==> src/rtl/keccak_msg_tx.sv <==
// Packs upstream message words into 4-word beats for the hash core, with a
// packing stage and an output register so a full beat never costs a bubble.
module keccak_msg_tx #(
    parameter int WORD_WIDTH     = 32,
    parameter int OUT_DATA_WIDTH = 128
) (
    input  logic                      i_clk,
    input  logic                      i_rst_n,
    input  logic                      i_wvalid,
    output logic                      o_wready,
    input  logic [WORD_WIDTH-1:0]     i_wdata,
    input  logic                      i_wlast,
    input  logic                      i_ready,
    output logic                      o_valid,
    output logic                      o_last,
    output logic [OUT_DATA_WIDTH-1:0] o_data,
    output logic [7:0]                o_msg_cnt
);

    localparam int WordsPerBeat = 4;

    logic [OUT_DATA_WIDTH-1:0] pack_q, pack_d;
    logic [1:0]                fill_q, fill_d;
    logic                      pack_full_q, pack_full_d;
    logic                      pack_last_q, pack_last_d;
    logic [OUT_DATA_WIDTH-1:0] out_data_q, out_data_d;
    logic                      out_valid_q, out_valid_d;
    logic                      out_last_q, out_last_d;
    logic [7:0]                msg_cnt_q, msg_cnt_d;
    logic                      live_q;

    logic                      out_free;
    logic                      pack_move;
    logic                      wready;
    logic                      accept;
    logic                      complete;
    logic                      direct;
    logic [OUT_DATA_WIDTH-1:0] base;
    logic [OUT_DATA_WIDTH-1:0] merged;

    always_comb begin
        out_free  = !out_valid_q || i_ready;
        pack_move = pack_full_q && out_free;
        // Stall only when a finished beat is parked and the output cannot take it.
        wready    = live_q && !(pack_full_q && !out_free);
        accept    = i_wvalid && wready;

        // A parked beat is leaving this cycle, so a new word starts from zero.
        base = pack_full_q ? '0 : pack_q;
        merged = base;
        for (int k = 0; k < WordsPerBeat; k++) begin
            if (fill_q == 2'(k)) begin
                merged[k*WORD_WIDTH +: WORD_WIDTH] = i_wdata;
            end
        end

        complete = accept && ((fill_q == 2'd3) || i_wlast);
        direct   = complete && out_free && !pack_full_q;
    end

    always_comb begin
        out_data_d  = out_data_q;
        out_valid_d = out_valid_q;
        out_last_d  = out_last_q;
        msg_cnt_d   = msg_cnt_q;

        if (out_valid_q && i_ready) begin
            out_valid_d = 1'b0;
            out_last_d  = 1'b0;
            if (out_last_q) begin
                msg_cnt_d = msg_cnt_q + 8'd1;
            end
        end

        if (pack_move) begin
            out_data_d  = pack_q;
            out_last_d  = pack_last_q;
            out_valid_d = 1'b1;
        end else if (direct) begin
            out_data_d  = merged;
            out_last_d  = i_wlast;
            out_valid_d = 1'b1;
        end
    end

    always_comb begin
        pack_d      = pack_q;
        fill_d      = fill_q;
        pack_full_d = pack_full_q;
        pack_last_d = pack_last_q;

        if (accept) begin
            if (complete) begin
                fill_d = 2'd0;
                if (direct) begin
                    pack_d      = '0;
                    pack_full_d = 1'b0;
                    pack_last_d = 1'b0;
                end else begin
                    pack_d      = merged;
                    pack_full_d = 1'b1;
                    pack_last_d = i_wlast;
                end
            end else begin
                pack_d      = merged;
                fill_d      = fill_q + 2'd1;
                pack_full_d = 1'b0;
                pack_last_d = 1'b0;
            end
        end else if (pack_move) begin
            pack_d      = '0;
            pack_full_d = 1'b0;
            pack_last_d = 1'b0;
        end
    end

    always_ff @(posedge i_clk or negedge i_rst_n) begin
        if (!i_rst_n) begin
            pack_q      <= '0;
            fill_q      <= 2'd0;
            pack_full_q <= 1'b0;
            pack_last_q <= 1'b0;
            out_data_q  <= '0;
            out_valid_q <= 1'b0;
            out_last_q  <= 1'b0;
            msg_cnt_q   <= 8'd0;
            live_q      <= 1'b0;
        end else begin
            pack_q      <= pack_d;
            fill_q      <= fill_d;
            pack_full_q <= pack_full_d;
            pack_last_q <= pack_last_d;
            out_data_q  <= out_data_d;
            out_valid_q <= out_valid_d;
            out_last_q  <= out_last_d;
            msg_cnt_q   <= msg_cnt_d;
            live_q      <= 1'b1;
        end
    end

    assign o_wready  = wready;
    assign o_valid   = out_valid_q;
    assign o_last    = out_last_q;
    assign o_data    = out_data_q;
    assign o_msg_cnt = msg_cnt_q;

endmodule
==> config.mk <==
export PLATFORM = sky130hd
export DESIGN_NAME = keccak_msg_tx
export DESIGN_NICKNAME = d
export VERILOG_FILES = /design/src/rtl/keccak_msg_tx.sv
export SDC_FILE = /design/constraint.sdc
export NUM_CORES = 1
export LEC_CHECK = 0
export ABC_AREA = 0
export BUFFER_PORTS_ARGS = -buffer_cell sky130_fd_sc_hd__buf_2
export CELL_PAD_IN_SITES_DETAIL_PLACEMENT = 1
export CELL_PAD_IN_SITES_GLOBAL_PLACEMENT = 2
export CORE_MARGIN = 2
export CORE_UTILIZATION = 39
export CTS_BUF_LIST = sky130_fd_sc_hd__clkbuf_8
export CTS_CLUSTER_DIAMETER = 50
export DETAILED_ROUTE_END_ITERATION = 12
export HOLD_SLACK_MARGIN = 0.06
export MAX_ROUTING_LAYER = met4
export PLACE_DENSITY_LB_ADDON = 0.1
export SYNTH_ARGS = -nofsm -noshare
export SYNTH_HDL_FRONTEND = slang
export SYNTH_SLANG_ARGS = --single-unit
==> constraint.sdc <==
create_clock -name i_clk -period 2 [get_ports i_clk]
set_input_delay 0 -clock i_clk [delete_from_list [all_inputs] [get_ports i_clk]]
set_output_delay 0 -clock i_clk [all_outputs]
set_load 0.005 [all_outputs]
==> out/results.ini <==
[sta]
tns_ns = 0
fin_crit_sh_pct = 94.68
relSlewSlack_pct = 62.61
slew_violations = 0
max_clock_freq_mhz = 528.1
skew_ns = 0.02285
setup_viol = 0
hold_viol = 0
rsz0062_at_grt = true
finalCriticalPeriod_ns = 1.894
fin_hold_ws_ns = 0.3905
worst_pin_slew_ns = 0.5608

[placed_design]
port_buffers = 175
routabilityCongestion = 0.7628
hpwl_mm = 31.79

[min_path]
hp-class = primary input to flop

[synth]
synth_most_common_cell = dfrtp_1
async_flop_share_pct = 100.0
ys_top_cells_by_area = dfrtp_1 46%, a32o_1 8.6%, o2bb2ai_1 7.6%
synth.avg_cell_area_um2 = 10.16
syn_area_mm2 = 0.01481
synthCells = 1457
yosys-top-cells-count = 271 x dfrtp_1, 133 x nor2_1, 132 x nor3_1, 129 x a211oi_1, 128 x o2bb2ai_1
yosysWarnings = 0
synth_edf_count = 0
synth_largest_area_cell = dfrtp_1
synth_top_area_share_pct = 45.79
synth-main-ff-cell = dfrtp_1
ys_seq_area_share_pct = 45.79
syn-num-nets = 1499
ys_ff_latch = 271
ys_types = 41

[global_routing]
grt_pass1_vias = 13910
gr-total-overflow = 0
globalRouteTotalUtil_pct = 29.30
grt_max_degree = 111
grt_pass1_wl_mm = 86.12
grt_antenna_before_repair = 3

[setup_path]
cpMaxStageDelayCell = clkbuf_16
worstPathRequired_ns = 2.44
arrival_ns = 2.33
critPathLaunchType = flop
cpPeakStageDelay_ns = 0.42
path_cells = ha_2 -> o211ai_4 -> nor3_4 -> clkbuf_16 -> a211oi_1
critPathMaxFanout = 55
crit_buf_inv = 1
crit_type = flop to flop
endpoint_kind = flop
critical_path.top_delay_family = buffers and inverters

[detailed_routing]
firstDrtPassIters = 6
routed_wl_mm = 56.77
drc = 0
routedWlPerCell_um = 26.99
drt_iter0_drc = 1026
ant_nets = 0
num_vias = 13700
viasPerCell = 6.515

[status]
status = complete, no violations

[final_layout]
antenna_cells = 0
drive_gt1_share_pct = 19.85
syn_to_final_growth_pct = 19.17
fin_nets = 1599

[clock_tree]
path_clk_slew_ns = 0.06
cts_sinks = 271
htreeDepth = 2
clockRootBuffer = clkbuf_8
insertion_delay_ns = 0.59
cts_buffers = 50
cts_tree = done
clock_path_buffers = 3

[floorplanning]
core_mm2 = 0.03749
die_x_um = 198.9
ioPinCount = 176
num_rows = 71
die_h_um = 198.9
die_area_mm2 = 0.03955
start_util_pct = 39.50

[power]
switching_share_pct = 36.82
ir_worst_vdd_v = 0.0006007
intPower_mw = 13.52
power.density_mw_per_mm2 = 1213
power_frac_seq_pct = 40.0
p_sw_mw = 7.881
pwr-share-comb_pct = 35.0
leakage_nw = 7.430
pwr-share-clk_pct = 25.0

[run]
drv_cap = 0

## flip-flops by register name (all words and copies together) (netlist names)
name and cells:
fill_q 2, live_q 1, o_data 128, o_last 1, o_msg_cnt 8, o_valid 1
pack_full_q 1, pack_last_q 1, pack_q 128
## routing by layer
layer | wire (um) | part of all wire (%) | track usage [%] | up-vias
li1 | - | - | - | 6026
met2 | 25470 | 45 | 43.89 | 379
met3 | 3142 | 5.5 | 4.764 | 92
met1 | 26100 | 46 | 39.78 | 7204
met4 | 2054 | 3.6 | 11.44 | 0
met5 | 0 | 0 | - | -
## worst min-delay path, cell delays in order
cell and delay, ns:
dlygate4sd3_1 0.56, buf_2 0.17, nand4_1 0.10, a31oi_1 0.08
## cell type report
class	count	area (um^2)
inverters	4	17.52
multi-input cells	968	7123
repair buffers	262	2100
fillers	4160	19840
clock inverters	22	88.84
well taps	511	639.4
flip-flops and latches	271	6785
clock buffers	65	894.6
## kinds of logic (layout without fill, tap and decap cells)
logic type | count (synthesis) | in the layout | synth area share (%)
multiplexers | 2 | 2 | 0.1521
AND/OR/NAND/NOR | 302 | 302 | 9.218
flip-flops | 271 | 271 | 45.79
other | 1 | 1 | 0.02532
AO/OA/AOI/OAI | 651 | 651 | 37.23
adder cells (fa/ha/maj) | 5 | 5 | 0.4224
buffers and inverters | 218 | 353 | 6.751
XOR/XNOR | 7 | 7 | 0.4140
## power by group through the flow
stage	clock (mW)	combinational, mW	sequential, mW
after floorplan	0	4.68	8.29
after global placement	0	7.28	8.56
after detailed placement	0	7.44	8.63
after CTS	5.48	7.55	8.55
after global routing	5.71	8.28	8.77
final	5.35	7.49	8.56
## placed cells by master (no fill, tap or decap), drive strengths merged, types with 2 or more instances in the layout
master and count:
xnor2 4, nor2 134, a21oi 2, clkinv 5
nand2 14, a32o 127, o21ai 5, and3 2
nor3 132, xor2 3, mux2 2, inv 21
ha 5, o2bb2ai 128, a221oi 2, o21a 3
a22o 124, a211oi 129, nand3 3, and4b 2
clkbuf 66, dfrtp 271, nand2b 4, dlygate4sd3 37
buf 224, nor2b 3, a22oi 125, nand4 4
## stage by stage
| stage | util, % | cell area [um^2] | setup slack (ns) | cells | power, mW |
|---|---|---|---|---|---|
| after global routing | 47.08 | 17650 | -0.02149 | 2103 | 22.76 |
| final | 47.08 | 17650 | 0.1063 | 2103 | 21.40 |
| after detailed placement | 43.31 | 16240 | 0.01969 | 1976 | 16.07 |
| after global placement | 43.31 | 16240 | 0.07211 | 1976 | 15.83 |
| after CTS | 46.97 | 17610 | 0.03197 | 2101 | 21.57 |
| after floorplan | - | 14810 | 0.2053 | 1457 | 12.97 |
## path summary, 6_finish.rpt
check / end / startpoint / slack [ns] / depth (start not counted)
min: pack_last_q / i_wvalid / 0.39 / 4
max: o_data[94] / fill_q[0] / 0.11 / 5
max in group asynchronous: o_data[79] / i_rst_n / 0.94 / 5
min in group asynchronous: o_data[64] / i_rst_n / 0.61 / 4
max reg2reg: o_data[94] / fill_q[0] / 0.11 / 5
min reg2reg: o_msg_cnt[7] / o_msg_cnt[7] / 0.46 / 1
## timing repair
action / 4_1_cts / 5_1_grt
gates resized for setup: 0 / 6
endpoints found under the setup margin: 0 / 203
hold buffers: 38 / 0
hold endpoints to repair: 513 / 0
setup buffers: 0 / 1
(Power assumes the default switching activity.)
